<file path="src/rtl/jpeg_output_packer_if.sv">
// Byte-FIFO read port plus packed-word stream port of the output packer.
// The master modport is the packer's side; the slave modport is the environment's side.
interface jpeg_output_packer_if #(
  parameter int IN_W  = 8,
  parameter int LANES = 4
);
  logic [IN_W-1:0]       data_i;
  logic                  last_i;
  logic                  v_i;
  logic                  yumi_o;
  logic                  flush_i;
  logic [IN_W*LANES-1:0] data_o;
  logic [LANES-1:0]      strb_o;
  logic                  last_o;
  logic                  valid_o;
  logic                  accept_i;

  modport master (
    input  data_i, last_i, v_i, flush_i, accept_i,
    output yumi_o, data_o, strb_o, last_o, valid_o
  );

  modport slave (
    output data_i, last_i, v_i, flush_i, accept_i,
    input  yumi_o, data_o, strb_o, last_o, valid_o
  );
endinterface

</file>
<file path="src/rtl/jpeg_output_packer.sv">
// Packs last-flagged FIFO bytes into LANES-wide little-endian words; word is valid the cycle after its closing byte.
// A closing byte is held in the FIFO while the output word is stalled; filling bytes are always taken.
module jpeg_output_packer #(
  parameter int IN_W  = 8,
  parameter int LANES = 4
) (
  input  logic                 clk_i,
  input  logic                 rst_ni,
  jpeg_output_packer_if.master bus
);
  localparam int OUT_W = IN_W * LANES;
  localparam int CW    = $clog2(LANES);
  localparam int ASM_W = (LANES - 1) * IN_W;

  logic [CW-1:0]    cnt_q, cnt_d;
  logic [ASM_W-1:0] asm_q, asm_d;
  logic [OUT_W-1:0] data_q, data_d;
  logic [LANES-1:0] strb_q, strb_d;
  logic             last_q, last_d;
  logic             valid_q, valid_d;

  logic             out_free;
  logic             closing;
  logic             yumi;
  logic [OUT_W-1:0] asm_ext;
  logic [OUT_W-1:0] word;
  logic [LANES-1:0] mask;

  // Top lane of the extended view is never read for the assembled part of a word.
  assign asm_ext = {{IN_W{1'b0}}, asm_q};

  always_comb begin
    out_free = ~valid_q | bus.accept_i;
    closing  = (cnt_q == CW'(LANES - 1)) | bus.last_i;
    yumi     = rst_ni & ~bus.flush_i & bus.v_i & (~closing | out_free);

    word = '0;
    mask = '0;
    for (int k = 0; k < LANES; k++) begin
      if (k < int'(cnt_q)) begin
        word[k*IN_W +: IN_W] = asm_ext[k*IN_W +: IN_W];
      end else if (k == int'(cnt_q)) begin
        word[k*IN_W +: IN_W] = bus.data_i;
      end
      mask[k] = (k <= int'(cnt_q));
    end

    cnt_d   = cnt_q;
    asm_d   = asm_q;
    data_d  = data_q;
    strb_d  = strb_q;
    last_d  = last_q;
    valid_d = valid_q;

    if (valid_q && bus.accept_i) begin
      valid_d = 1'b0;
    end

    if (yumi) begin
      if (closing) begin
        // A close in the same cycle as a handoff reloads and keeps the word valid.
        data_d  = word;
        strb_d  = mask;
        last_d  = bus.last_i;
        valid_d = 1'b1;
        cnt_d   = '0;
        asm_d   = '0;
      end else begin
        for (int k = 0; k < LANES - 1; k++) begin
          if (k == int'(cnt_q)) begin
            asm_d[k*IN_W +: IN_W] = bus.data_i;
          end
        end
        cnt_d = cnt_q + CW'(1);
      end
    end
  end

  always_ff @(posedge clk_i) begin
    if (!rst_ni || bus.flush_i) begin
      cnt_q   <= '0;
      asm_q   <= '0;
      data_q  <= '0;
      strb_q  <= '0;
      last_q  <= 1'b0;
      valid_q <= 1'b0;
    end else begin
      cnt_q   <= cnt_d;
      asm_q   <= asm_d;
      data_q  <= data_d;
      strb_q  <= strb_d;
      last_q  <= last_d;
      valid_q <= valid_d;
    end
  end

  assign bus.yumi_o  = yumi;
  assign bus.data_o  = data_q;
  assign bus.strb_o  = strb_q;
  assign bus.last_o  = last_q;
  assign bus.valid_o = valid_q;
endmodule

</file>
<file path="src/flat_wrapper.sv">
// flat-port wrapper written by rule: the top's interface ports become plain ports
module jpeg_output_packer_flat 
#(
  parameter int IN_W  = 8,
  parameter int LANES = 4
)
  (clk_i, rst_ni, bus_data_i, bus_last_i, bus_v_i, bus_flush_i, bus_accept_i, bus_yumi_o, bus_data_o, bus_strb_o, bus_last_o, bus_valid_o);
  jpeg_output_packer_if #(.IN_W(IN_W), .LANES(LANES)) bus_i ();
  input  logic clk_i;
  input  logic rst_ni;
  input wire logic [$bits(bus_i.data_i)-1:0] bus_data_i;
  input wire logic [$bits(bus_i.last_i)-1:0] bus_last_i;
  input wire logic [$bits(bus_i.v_i)-1:0] bus_v_i;
  input wire logic [$bits(bus_i.flush_i)-1:0] bus_flush_i;
  input wire logic [$bits(bus_i.accept_i)-1:0] bus_accept_i;
  output wire logic [$bits(bus_i.yumi_o)-1:0] bus_yumi_o;
  output wire logic [$bits(bus_i.data_o)-1:0] bus_data_o;
  output wire logic [$bits(bus_i.strb_o)-1:0] bus_strb_o;
  output wire logic [$bits(bus_i.last_o)-1:0] bus_last_o;
  output wire logic [$bits(bus_i.valid_o)-1:0] bus_valid_o;
  assign bus_i.data_i = bus_data_i;
  assign bus_i.last_i = bus_last_i;
  assign bus_i.v_i = bus_v_i;
  assign bus_i.flush_i = bus_flush_i;
  assign bus_i.accept_i = bus_accept_i;
  assign bus_yumi_o = bus_i.yumi_o;
  assign bus_data_o = bus_i.data_o;
  assign bus_strb_o = bus_i.strb_o;
  assign bus_last_o = bus_i.last_o;
  assign bus_valid_o = bus_i.valid_o;
  jpeg_output_packer #(.IN_W(IN_W), .LANES(LANES)) u_core (.clk_i(clk_i), .rst_ni(rst_ni), .bus(bus_i));
endmodule
</file>
<file path="config.mk">
export PLATFORM = sky130hd
export DESIGN_NAME = jpeg_output_packer_flat
export DESIGN_NICKNAME = d
export VERILOG_FILES = /design/src/rtl/jpeg_output_packer_if.sv /design/src/rtl/jpeg_output_packer.sv /design/src/flat_wrapper.sv
export SDC_FILE = /design/constraint.sdc
export NUM_CORES = 1
export LEC_CHECK = 0
export BUFFER_PORTS_ARGS = -buffer_cell sky130_fd_sc_hd__buf_2
export CORE_MARGIN = 2
export CORE_UTILIZATION = 54
export CTS_BUF_LIST = sky130_fd_sc_hd__clkbuf_8
export DETAILED_ROUTE_END_ITERATION = 8
export HOLD_SLACK_MARGIN = 0.06
export MAX_ROUTING_LAYER = met4
export PLACE_DENSITY = 0.79
export SLEW_MARGIN = 30
export SYNTH_ARGS = -nofsm -noshare
export SYNTH_HDL_FRONTEND = slang
export SYNTH_SLANG_ARGS = --single-unit
</file>
<file path="constraint.sdc">
create_clock -name clk_i -period 2 [get_ports clk_i]
set_input_delay 0.3 -clock clk_i [delete_from_list [all_inputs] [get_ports clk_i]]
set_output_delay 0.3 -clock clk_i [all_outputs]
set_load 0.05 [all_outputs]
</file>
======== After elaboration in Yosys (flattened, before gate mapping) ========
Cells that the tools add are included.
operators by class
  add/subtract/negate cells ............... 1
  multipliers ............................. 0
  divide/modulo/power cells ............... 0
  order comparisons ....................... 6
  equality and inequality tests ........... 4
  shifts and indexed selects .............. 0
  muxes and demuxes ....................... 15
  bitwise gates (word level) .............. 9
  reductions and logical operators ........ 11
operators by type and width
  kind                 count
  $mux 8               10
  $mux 24              1
  $reduce_and 2->1     4
  $reduce_bool 2->1    3
  $eq 2x2->1 const A   2
  $le 2x2->1 const A   2
  $lt 1x2->1 const A   2
  $and 1x1->1          3
  $mux 1               3
  $not 1->1            3
  $or 1x1->1           3
  $add 2x1->2 const B  1
  $eq 1x2->1 const A   1
  $eq 2x2->1 const B   1
  $le 1x2->1 const A   1
  $logic_not 2->1      1
  $lt 2x2->1 const A   1
  $mux 2               1
  $logic_and 1x1->1    1
  $logic_not 1->1      1
  $logic_or 1x1->1     1
word-level totals
  register bits after elaboration ......... 64
  bits in latches ......................... 0
  RAM bits ................................ 0
  memory bits (read-only) ................. 0
  input port bits ......................... 14
  output and inout port bits .............. 39
  word-level logic and storage cells ...... 54
  memories kept ........................... 0

======== Longest topological paths before layout ========
  depth in word-level cells ............... 6
  mapped depth ............................ 8
  mapped depth without buffers ............ 6

======== Worst setup path after synthesis ========
OpenSTA, ideal clock, no wires.
  kind .................................... flip-flop to output port
  start ................................... register u_core.cnt_q[0]
  end ..................................... output bus_yumi_o
  data arrival time ....................... 1672 ps
  required time ........................... 1700 ps
  path slack .............................. 28 ps
  stages on the path, launching flop included .. 6
  cell sequence ........................... dfxtp_1 -> ha_1 -> buf_2 -> nor2_2 -> o21ai_2 -> nor2_1
on the way
  word-level cells in the longest chain between the ends .. 5
RTL lines
  element                   line                      source
  start: declaration        jpeg_output_packer.sv:15  logic [CW-1:0] cnt_q, cnt_d;
  start signal: assignment  jpeg_output_packer.sv:88  cnt_q <= cnt_d;
  $eq 2x2->1                jpeg_output_packer.sv:34  closing = (cnt_q == CW'(LANES - 1)) | bus.last_i;
  $or 1x1->1                jpeg_output_packer.sv:34
  $not 1->1                 jpeg_output_packer.sv:35  yumi = rst_ni & ~bus.flush_i & bus.v_i & (~closing | out_free);
  $or 1x1->1                jpeg_output_packer.sv:35
  $and 1x1->1               jpeg_output_packer.sv:35
  end: declaration          flat_wrapper.sv:16        output wire logic [$bits(bus_i.yumi_o)-1:0] bus_yumi_o;
Every way passes these cells.

======== Worst setup path after layout ========
Ends and elaborated chain as after synthesis.

==> summary.md <==
| Metric | Value |
|---|---|
| Power Density | around 850 nW/µm² |
| Fin. Hold Viols | 0 |
| WHS Endpoint | u_core.asm_q[4]$_SDFFE_PP0P_ |
| Post-synth top area share | 0.492 |
| TritonCTS clock tree | done |
| Outcome | complete, no violations |
| R2r startpoint | u_core.cnt_q[0]$_SDFFE_PP0P_ |
| Hold path depth | 3 |
| Crit. End Element | output pin |
| Post-DRT Antenna Nets | 0 |
| Die area | 5400 µm² |
| CTS Buf Count | 9 |
| Startpoint Class | flop |
| Req. time, crit path | 1.70 ns |
| Chip Height | 73.5 µm |
| Mapped Area | approximately 2600 µm² |
| Setup TNS | 0 ns |
| CTS Sinks | between 60 and 70 |
| Synth area leader | dfxtp_1 |
| Slew @ Worst Pin | approximately 0.56 ns |
| Synthesized net count | 290 |
| RR Endpoint | u_core.bus.data_o[26]$_SDFFE_PP0P_ |
| Max_cap viols | 0 |
| HP Start | bus_data_i[4] |
| # DRC | 0 |
| DR pass1 iterations | 4 |
| WP data arrival | 1.65 ns |
| Area Growth Syn to Fin | 19.1% |
| Fillers | 397 |
| DIE WIDTH | 73.5 µm |
| CTS max path bufs | 2 |
| Crit-path max FO | 19 |
| Worst vdd ir | 0.526 mV |
| Final WL | 6050 µm |
| Worst hold slack | between 0.2 and 0.3 ns |
| Layout cells sized above 1 | 0.288 |
| Sequential Area | between 1000 and 1500 µm² |
| Vias in the first global route | roughly 2,100 |
| Leak Pwr | 1.34 nW |
| Port bufs | between 50 and 60 |
| CTS clk-pin slew, worst paths | 0.07 ns |
| Pin count of the biggest net entering global routing | 38 |
| Setup violators final | 0 |
| Unrepaired setup endpoints after global routing | no |
| Synth area leaders | dfxtp_1, a32o_1, nor2_1, a211oi_2, nand2_1 |
| Max-slew headroom | 0.627 |
| Core Footprint | 4690 µm² |
| Global-route wire length before repair | 9890 µm |
| Inserted Diodes | 0 |
| Starting density of the core | 0.555 |
| Slew Limit Fails | 0 |
| Total track usage | 0.251 |
| Syn Area/Cell | around 9.6 µm² |
| Fmax | between 500 and 600 MHz |
| Row Count | 25 |
| Worst Clk Skew | 0.00539 ns |
| H-tree depth | 3 |
| Min-Delay Path Class | in -> reg |
| Vias per cell | about 5.9 |
| Synth unique cells | 33 |
| Yosys reg bits | 64 |
| DR iter-0 viols | ~180 |
| WL/cell | 15.9 µm |
| Initial antenna violation count | 0 |
| Skew-Pair Late Insertion Delay | roughly 0.33 ns |
| Total number of vias | 2,224 |
| Hold_buf cts | 0 |
| Nets@finish | roughly 340 |
| WS Path Type | reg -> out |
| Syn Inst Count | 271 |
| Grt ovf | 0 |
| Clk root buf | clkbuf_8 |
| IO Count | 53 |
| R2R depth | 5 |
| Multi-input gate area | 1200 µm² |
| Final HPWL DP | just under 4000 µm |
| Seq/Total Area, Yosys | 0.492 |
| YS warnings | 0 |
| Final Power | 2.64 mW |
| Final period utilization | 0.974 |
| Final Wtd Congestion | 0.785 |
| FF-to-FF setup slack | between 0.1 and 0.15 ns |
| Minimum clock period | ~1.9 ns |
[per-layer routing]
layer | GRT usage | part of all wire
met2 | 0.390 | 0.50
met3 | 0.0686 | 0.049
met1 | 0.314 | 0.44
met4 | 0.0889 | 0.012
met5 | - | 0
[logic make-up (layout without fill, tap and decap cells)]
logic type	after synthesis	count (layout)	share of synthesized area
buffers and inverters	26	81	0.0518
multiplexers	8	8	0.0307
adder cells (fa/ha/maj)	5	5	0.0240
flip-flops	64	64	0.492
AND/OR/NAND/NOR	103	103	0.177
AO/OA/AOI/OAI	65	65	0.225
[cells in the final DEF (no fill, tap or decap), types with 2 or more instances in the layout]
master,Yosys,layout
nor3_1,18,18
mux2i_1,8,8
clkbuf_8,0,9
nand2_1,27,27
and3_1,3,3
a32o_1,16,16
nand3_1,4,4
a21oi_1,4,4
inv_1,3,3
and2_1,2,2
a211oi_1,8,8
a211oi_2,9,9
buf_4,2,11
nor2_4,1,2
a22o_1,8,8
nand2b_1,2,2
buf_2,6,51
o22ai_1,8,8
clkinv_2,0,3
nor2_1,41,41
dfxtp_1,64,64
ha_1,5,5
a221oi_1,8,8
[power breakdown]
part / internal (mW) / switching, mW / total, mW
Combinational: 0.0796 / 0.206 / 0.285
Sequential: 1.29 / 0.00962 / 1.30
Clock: 0.563 / 0.484 / 1.05
Total: 1.94 / 0.699 / 2.64
[how the worst max path moves through the flow]
| stage | startpoint | endpoint | slack [ns] | cells past startpoint |
|---|---|---|---|---|
| 5_1_grt | u_core.cnt_q[0]$_SDFFE_PP0P_ | bus_yumi_o | 0.006 | 6 |
| 4_1_cts | u_core.cnt_q[0]$_SDFFE_PP0P_ | bus_yumi_o | 0.03 | 6 |
| 3_3_place_gp | u_core.cnt_q[0]$_SDFFE_PP0P_ | u_core.bus.data_o[24]$_SDFFE_PP0P_ | 0.29 | 5 |
| 2_1_floorplan | u_core.cnt_q[0]$_SDFFE_PP0P_ | bus_yumi_o | 0.03 | 5 |
| 3_5_place_dp | u_core.cnt_q[0]$_SDFFE_PP0P_ | u_core.bus.data_o[26]$_SDFFE_PP0P_ | 0.21 | 5 |
| 6_report | u_core.cnt_q[0]$_SDFFE_PP0P_ | bus_yumi_o | 0.05 | 6 |
[Yosys cell counts]
cell,n
and2_1,2
nand2b_1,2
a21oi_1,4
a32o_1,16
nor2_1,41
inv_1,3
o22ai_1,8
o21ai_2,1
a21o_1,1
nand3_1,4
nor3_1,18
ha_1,5
and3_1,3
a211oi_2,9
and3_4,1
mux2i_1,8
dfxtp_1,64
buf_2,6
nor2b_1,1
a221oi_1,8
nor2_2,1
nand2_1,27
clkbuf_1,11
nor2_4,1
nand3_2,1
a32oi_1,1
buf_6,3
a211oi_1,8
or2_1,1
buf_1,1
o21bai_4,1
buf_4,2
a22o_1,8
[final cells by class]
type                       instances  area share
multi-input combinational        181       0.388
clock inverter                     6      0.0198
sequential                        64       0.413
timing repair buffer              63       0.114
clock buffer                       9      0.0399
tap                               54      0.0218
inverter                           3     0.00363
[flip-flops by register name, summed over array words and instances (netlist names)]
| signal | flops |
|---|---|
| u_core.asm_q | 24 |
| u_core.cnt_q | 2 |
| u_core.bus.valid_o | 1 |
| u_core.bus.data_o | 32 |
| u_core.bus.strb_o | 4 |
| u_core.bus.last_o | 1 |
[through the flow]
step | instance area [µm²] | worst slack (ns) | instances | util
4_1_cts | 3090 | 0.0319 | 379 | 0.659
2_1_floorplan | 2610 | 0.0277 | 271 | -
6_report | 3100 | 0.0514 | 380 | 0.661
3_3_place_gp | 2890 | 0.292 | 364 | 0.615
5_1_grt | 3100 | 0.00630 | 380 | 0.661
3_5_place_dp | 2890 | 0.213 | 364 | 0.615
[worst max-delay path, stage by stage, from the launching register on]
cell and delay, ns:
dfxtp_1 0.34, ha_1 0.24, buf_8 0.17, nor2_4 0.15, o21ai_4 0.07, nor2_1 0.13
buf_4 0.22
[timing repair]
| action | CTS | global route |
|---|---|---|
| pin swaps | 0 | 1 |
| resized for setup | 4 | 1 |
| setup endpoints to repair | 1 | 1 |
| buffers inserted | 0 | 1 |
| gates cloned | 0 | 0 |
(Power assumes the default switching activity.)
